[src/rtl/dmem_arbiter.sv]
// -----------------------------------------------------------------------------
// dmem_arbiter
//   Two-port arbiter and sequencer in front of the 1 KiB big-endian data memory.
//   Port 0 is the pipeline MEM stage, port 1 the debug/loader master. At most
//   one 64-bit access is granted per cycle; the granted port alone drives the
//   memory, the address is range-checked, and a registered response returns
//   to the granted port one cycle after the grant.
//
// Ports
//   clk, reset                 clock (rising edge), synchronous active-high reset
//   mN_req/we/addr/wdata       request from port N, held stable until mN_gnt
//   mN_gnt                     request accepted this cycle (combinational)
//   mN_rsp_valid               one-cycle response pulse, the cycle after mN_gnt
//   mN_rdata, mN_err           read data (0 for writes/errors), range error;
//                              both hold until the next response to port N
//   MemRead, MemWrite          memory strobes (never set for out-of-range access)
//   address, write_data        memory address / write data (0 when idle)
//   read_data                  combinational read data from the memory
//
// Parameters
//   MEM_BYTES  memory size; a legal access needs addr+7 < MEM_BYTES
//   PRIO_MODE  0 = round-robin, 1 = fixed priority to port 0 with starvation guard
//   MAX_WAIT   fixed mode: consecutive denied cycles before port 1 is force-granted
// -----------------------------------------------------------------------------
module dmem_arbiter #(
    parameter int MEM_BYTES = 1024,
    parameter int PRIO_MODE = 0,
    parameter int MAX_WAIT  = 8
) (
    input  logic        clk,
    input  logic        reset,

    input  logic        m0_req,
    input  logic        m0_we,
    input  logic [63:0] m0_addr,
    input  logic [63:0] m0_wdata,
    output logic        m0_gnt,
    output logic        m0_rsp_valid,
    output logic [63:0] m0_rdata,
    output logic        m0_err,

    input  logic        m1_req,
    input  logic        m1_we,
    input  logic [63:0] m1_addr,
    input  logic [63:0] m1_wdata,
    output logic        m1_gnt,
    output logic        m1_rsp_valid,
    output logic [63:0] m1_rdata,
    output logic        m1_err,

    output logic        MemRead,
    output logic        MemWrite,
    output logic [63:0] address,
    output logic [63:0] write_data,
    input  logic [63:0] read_data
);

    typedef enum logic {
        PORT0 = 1'b0,
        PORT1 = 1'b1
    } port_e;

    localparam int                  WAIT_W     = (MAX_WAIT < 1) ? 1 : $clog2(MAX_WAIT + 1);
    localparam logic [WAIT_W-1:0]   WAIT_MAX   = WAIT_W'(MAX_WAIT);
    // Highest start address whose 8-byte access still fits in the memory.
    localparam logic [63:0]         LAST_LEGAL = 64'(MEM_BYTES - 8);

    port_e             last_owner;
    logic [WAIT_W-1:0] wait_cnt;
    logic [1:0]        rsp_valid_q;

    logic              pick1;       // a contested cycle goes to port 1
    logic              any_gnt;
    logic              sel_we;
    logic [63:0]       sel_addr;
    logic [63:0]       sel_wdata;
    logic              in_range;
    logic [63:0]       rsp_data;

    // -------------------------------------------------------------------------
    // Arbitration
    // -------------------------------------------------------------------------
    // NOTE: every always_comb output gets a default first so no path leaves
    // it unassigned, which would otherwise infer a latch.
    always_comb begin
        pick1 = 1'b0;
        if (PRIO_MODE == 0) begin
            pick1 = (last_owner == PORT0);
        end else begin
            pick1 = (wait_cnt == WAIT_MAX);
        end
    end

    // Grants are forced low during reset so an access coinciding with reset
    // never reaches the memory.
    assign m0_gnt  = !reset && m0_req && (!m1_req || !pick1);
    assign m1_gnt  = !reset && m1_req && (!m0_req || pick1);
    assign any_gnt = m0_gnt || m1_gnt;

    // -------------------------------------------------------------------------
    // Issue: only the granted port drives the memory; idle cycles drive zeros.
    // -------------------------------------------------------------------------
    always_comb begin
        sel_we    = 1'b0;
        sel_addr  = '0;
        sel_wdata = '0;
        if (m0_gnt) begin
            sel_we    = m0_we;
            sel_addr  = m0_addr;
            sel_wdata = m0_wdata;
        end else if (m1_gnt) begin
            sel_we    = m1_we;
            sel_addr  = m1_addr;
            sel_wdata = m1_wdata;
        end
    end

    // A full 64-bit compare covers both the upper-bits-zero and the
    // last-legal-offset conditions at once.
    assign in_range   = (sel_addr <= LAST_LEGAL);

    assign MemRead    = any_gnt && in_range && !sel_we;
    assign MemWrite   = any_gnt && in_range &&  sel_we;
    assign address    = sel_addr;
    assign write_data = sel_wdata;

    // Writes and errors return zero data.
    assign rsp_data   = (in_range && !sel_we) ? read_data : '0;

    // -------------------------------------------------------------------------
    // State and registered responses
    // -------------------------------------------------------------------------
    // NOTE: sequential state uses non-blocking assignments so every register
    // samples pre-edge values, independent of statement order.
    always_ff @(posedge clk) begin
        if (reset) begin
            last_owner  <= PORT1;   // port 0 wins the first contest
            wait_cnt    <= '0;
            rsp_valid_q <= '0;
            m0_rdata    <= '0;
            m0_err      <= 1'b0;
            m1_rdata    <= '0;
            m1_err      <= 1'b0;
        end else begin
            if (m0_gnt) begin
                last_owner <= PORT0;
            end else if (m1_gnt) begin
                last_owner <= PORT1;
            end

            // Starvation counter: consecutive cycles port 1 waited in vain.
            if (!m1_req || m1_gnt) begin
                wait_cnt <= '0;
            end else if (wait_cnt != WAIT_MAX) begin
                wait_cnt <= wait_cnt + 1'b1;
            end

            rsp_valid_q <= {m1_gnt, m0_gnt};

            if (m0_gnt) begin
                m0_rdata <= rsp_data;
                m0_err   <= !in_range;
            end
            if (m1_gnt) begin
                m1_rdata <= rsp_data;
                m1_err   <= !in_range;
            end
        end
    end

    // A response pending when reset arrives is suppressed immediately rather
    // than one cycle later.
    assign m0_rsp_valid = rsp_valid_q[0] && !reset;
    assign m1_rsp_valid = rsp_valid_q[1] && !reset;

endmodule

[config.mk]
export PLATFORM = sky130hd
export DESIGN_NAME = dmem_arbiter
export DESIGN_NICKNAME = d
export VERILOG_FILES = /design/src/rtl/dmem_arbiter.sv
export SDC_FILE = /design/constraint.sdc
export NUM_CORES = 1
export LEC_CHECK = 0
export ABC_AREA = 0
export CORE_AREA = 2 2 229 231
export DETAILED_ROUTE_END_ITERATION = 10
export DIE_AREA = 0 0 231 233
export SLEW_MARGIN = 40
export SYNTH_ARGS = -nofsm -noshare
export SYNTH_HDL_FRONTEND = slang
export SYNTH_SLANG_ARGS = --single-unit
[constraint.sdc]
create_clock -name clk -period 3.6 [get_ports clk]
set_input_delay 0.54 -clock clk [delete_from_list [all_inputs] [get_ports clk]]
set_output_delay 0.54 -clock clk [all_outputs]
set_load 0.01 [all_outputs]
### Word-level counts from Yosys, hierarchy flattened

Index checks and enable logic that the tools add are counted.

| storage, ports and cells | value |
|---|---|
| register bits after elaboration | 133 |
| bits of input ports | 326 |
| output and inout port bits | 264 |
| logic and storage cells | 36 |

| cells by class | value |
|---|---|
| order comparisons | 1 |
| muxes and demuxes | 9 |
| bitwise gates (word level) | 1 |
| reduce and logical (&&, ||, !) cells | 19 |

Operators with widths:

| kind | count |
|---|---|
| $mux W64 | 5 |
| $le A64 B10 Y1 const B | 1 |
| $logic_and A1 B1 Y1 | 10 |
| $logic_not A1 Y1 | 5 |
| $mux W1 | 4 |
| $logic_or A1 B1 Y1 | 3 |
| $reduce_bool A2 Y1 | 1 |
| $not A1 Y1 | 1 |

### Logic depth before layout (Yosys ltp)

| logic depth | value |
|---|---|
| word-level depth | 8 |
| mapped depth | 10 |
| depth with buffers taken out | 6 |

### Least setup slack after synthesis

Ideal clock, no wire load.

| path | value |
|---|---|
| kind | input to output |
| from | input port m1_req |
| to | output port MemRead |
| data arrival time | 3034 ps |
| slack | 26 ps |
| cell stages on the path | 9 |
| cell sequence | nand2b_1 > and3_4 > buf_6 > a22o_1 > or4_1 > or4_1 > clkbuf_1 > clkbuf_1 > nor4b_1 |

| on the way | value |
|---|---|
| longest elaborated chain between the ends | 7 |
| elaborated cells between the ends (all ways) | 14 |
| classes of those cells | order compare (1); mux (4); reduce/logical (9) |

Ends and longest elaborated chain:

| what | line | source |
|---|---|---|
| start: declaration | 42 | `input logic m1_req,` |
| $logic_and A1 B1 Y1 or $logic_not A1 Y1 (tied branches) | n/a |  |
| $logic_and A1 B1 Y1 or $logic_or A1 B1 Y1 (tied branches) | 97, 96 |  |
| $mux W64 or $logic_and A1 B1 Y1 (tied branches) | 111, 96 |  |
| $mux W64 (*) | 107 | `if (m0_gnt) begin` |
| named net address[63] | 53 | `output logic [63:0] address,` |
| $le A64 B10 Y1 (*) | 120 | `assign in_range = (sel_addr <= LAST_LEGAL);` |
| $logic_and A1 B1 Y1 (*) (2 in a row) | 122 | `assign MemRead = any_gnt && in_range && !sel_we;` |
| end: declaration | 51 | `output logic MemRead,` |

Mark *: on every way through the listed nets, which the timed path passes. The rest lies on a longest branch.

### Worst setup path in the final report

| path | value |
|---|---|
| from | input port m0_addr[46] |
| to | output port MemRead |

| on the way | value |
|---|---|
| longest elaborated chain between the ends | 4 |

Ends and longest elaborated chain:

| what | line | source |
|---|---|---|
| start: declaration | 35 | `input logic [63:0] m0_addr,` |
| $mux W64 | 107 |  |
| $le A64 B10 Y1 | 120 |  |
| $logic_and A1 B1 Y1 (2 in a row) | 122 |  |

Every way passes these cells.

==> flow_metrics.py <==
metrics = {
    "run_status": {
        "status": "finished, violations left",
        "violations": "setup timing",
    },
    "layout": {
        "stdcell_area_um2": 15600,
        "nFillCells": 5424,
        "drive_gt1_share_pct": 18.3,
        "syn_to_final_growth_pct": 106,
        "utilization_pct": 30.6,
        "final_nets": 1764,
    },
    "worst_setup_path": {
        "cp_max_fo": 4,
        "cpPeakStageDelay_ns": 0.53,
        "startpoint_type": "input port",
        "worstSetupPathType": "in2out",
        "regToRegSetupSlack_ns": 0.33,
        "arrival_ns": 3.08,
        "crit_path_end_kind": "output port",
        "cp.required_ns": 3.06,
        "crit_chain": "clkdlybuf4s50_1, or4_1, a22oi_2, nand4b_1, buf_4, or4_4, nor4b_4, buf_4, buf_6",
        "path_common_cell": "buf_4",
        "slowest_stage": "clkdlybuf4s50_1",
    },
    "die": {
        "rows": 83,
        "start_util_pct": 14.8,
        "io_pins": 590,
        "fp.dieW_um": 231,
        "core_area_um2": 51100,
        "dieArea_um2": 53800,
        "fp.dieH_um": 233,
    },
    "sta": {
        "setup_ws_ns": -0.0204,
        "setup_violations": 1,
        "finClkSkew_ns": 0.0135,
        "min_period_over_period_pct": 101,
        "maxSlewHeadroom_pct": 41.2,
        "fin_tns_setup_ns": -0.0204,
        "fmax_mhz": 276,
        "hold_viol_final": 0,
        "slew_violations": 0,
        "worstMarginPinSlew_ns": 0.882,
        "fin_crit_ns": 3.62,
        "rsz0062_at_grt": "true",
    },
    "place": {
        "place_area_um2": 14700,
        "dpl.hpwl_mm": 41.8,
        "io_buffers": 589,
        "gp_congestion": 0.972,
    },
    "pwr": {
        "p_sw_mw": 1.28,
        "p_int_mw": 3.34,
        "leakage_nw": 5.40,
        "swShare_pct": 27.8,
        "p_seq_share_pct": 32.1,
        "irDropWorstVdd_uv": 302,
        "power_frac_comb_pct": 26.7,
        "p_per_area_nw_per_um2": 296,
        "p_clk_share_pct": 41.2,
    },
    "synth": {
        "yosys_most_used_dff": "dfxtp_1",
        "synth-seq-cells": 133,
        "synthCells": 836,
        "synth-edff-count": 0,
        "synth.avg_cell_area_um2": 9.07,
        "postSynth.asyncResetShare_pct": 0,
        "syn-num-nets": 1162,
        "yosysWarnings": 0,
        "synth_cell_types": 39,
        "yosysSeqAreaShare_pct": 35.1,
        "synth_area_um2": 7580,
    },
    "grt": {
        "grt_max_degree": 68,
        "grt.overflow.total": 0,
        "grt_pass1_vias": 9954,
        "antenna_found_initial": 15,
        "grt_usage_pct": 18.7,
        "grt_pass1_wl_mm": 71.9,
    },
    "cts": {
        "clockRootBuffer": "clkbuf_16",
        "numClockSinks": 133,
        "cts_buffer_depth": 2,
        "hold_buffers": 0,
        "clk_pin_slew_ns": 0.07,
        "h-tree-depth": 4,
        "cts_tree": "yes",
        "worstSkewPairLatency_ns": 0.43,
        "cts_inserted_buffers": 17,
    },
    "drt": {
        "routed_wl_mm": 52.1,
        "drt_iter0_markers": 587,
        "wl_per_cell_um": 24.4,
        "route.detailed.drc": 0,
        "num_vias": 9523,
        "viasPerCell": 4.45,
        "dr.pass1.iters": 5,
        "ant_nets": 0,
    },
    "worst_hold_path": {
        "hp-class": "reg2reg",
    },
    "flow_run": {
        "cap_viol_max_count": 0,
    },
}
final timing paths:
check,startpoint,endpoint,cells after the start
worst max-delay path,m0_addr[46],MemRead,9
worst min-delay path,m1_rdata[49]$_SDFFE_PP0N_,m1_rdata[49]$_SDFFE_PP0N_,2
worst max register to register,last_owner$_SDFFE_PP1N_,m0_rdata[50]$_SDFFE_PP0P_,9
worst min register to register,m1_rdata[49]$_SDFFE_PP0N_,m1_rdata[49]$_SDFFE_PP0N_,2
layout by cell type (no fill, tap or decap), drive strengths merged, types with 19 or more instances in the layout:
| cell | synthesis | layout |
|---|---|---|
| nand3b | 128 | 128 |
| o31ai | 128 | 128 |
| buf | 14 | 115 |
| clkbuf | 88 | 19 |
| a22o | 120 | 120 |
| dfxtp | 133 | 133 |
| nand2 | 132 | 132 |
| dlygate4sd2 | 0 | 19 |
| clkdlybuf4s50 | 0 | 543 |
stage by stage:
step                      std cells  hold slack (ns)  setup slack, ns  power, mW
after floorplan                 836            0.477           0.0262       1.87
after global routing           2139            0.476          -0.0988       4.80
after CTS                      2127            0.453          -0.0673       4.67
after global placement         2096            0.435           -0.845       2.74
final                          2140            0.452          -0.0204       4.62
after detailed placement       2096            0.438           -0.884       2.74
final cells by class:
| cell class | instances | area [um^2] | area share, % |
|---|---|---|---|
| inverter | 1 | 3.75 | 0.0240 |
| tap | 680 | 851 | 5.45 |
| sequential | 133 | 2660 | 17.1 |
| multi-input combinational | 600 | 4710 | 30.2 |
| clock buffer | 18 | 429 | 2.75 |
| timing repair buffer | 685 | 6730 | 43.1 |
| antenna | 10 | 25.0 | 0.160 |
| clock inverter | 13 | 194 | 1.24 |
per-layer routing:
layer  up-vias  track usage, %  part of all wire [%]
met5         -               0                 0.033
met4         2            8.87                   4.2
met3        71            6.38                   8.0
met2       428            34.3                    52
met1      4603            18.8                    35
li1       4419               -                     -
flip-flops by register name (all words and copies together), names as in the netlist:
signal / cells
rsp_valid_q: 2
m1_rdata: 64
m0_rdata: 64
last_owner: 1
m1_err: 1
m0_err: 1
kinds of logic after synthesis:
family | count (synthesis) | synth area share, %
AOI/OAI and AO/OA | 281 | 34.9
buffers and inverters | 103 | 6.12
and+or+nand+nor | 319 | 23.8
DFF | 133 | 35.1
worst max-delay path, delay by kind of cell:
family / cells / cell delay, ns
AO/OA/AOI/OAI: 1 / 0.14
buffers and inverters: 4 / 0.98
AND/OR/NAND/NOR: 4 / 1.40
synth_stat cells (all sizes together) (5+ instances only):
cell type | n | share of area (%)
dfxtp | 133 | 35
nand2 | 132 | 6.5
nand3b | 128 | 13
o31ai | 128 | 18
a22o | 120 | 14
clkbuf | 88 | 4.4
nor2 | 16 | 0.79
nor4 | 16 | 1.3
buf | 14 | 1.7
a32oi | 9 | 1.0
a21oi | 7 | 0.46
or4 | 5 | 0.50
power by group through the flow:
stage	sequential (mW)	clock, mW	combinational, mW
3_5_place_dp	1.52	0	1.22
6_report	1.49	1.90	1.24
5_1_grt	1.49	2.02	1.29
3_3_place_gp	1.52	0	1.22
4_1_cts	1.48	1.96	1.23
2_1_floorplan	1.52	0	0.354
timing repair:
item / 4_1_cts / 5_1_grt
setup endpoints to repair: 114 / 2
gates resized for setup: 58 / 29
cloned: 0 / 2
buffers inserted: 0 / 1
pin swaps: 16 / 12
(Power assumes the default switching activity.)
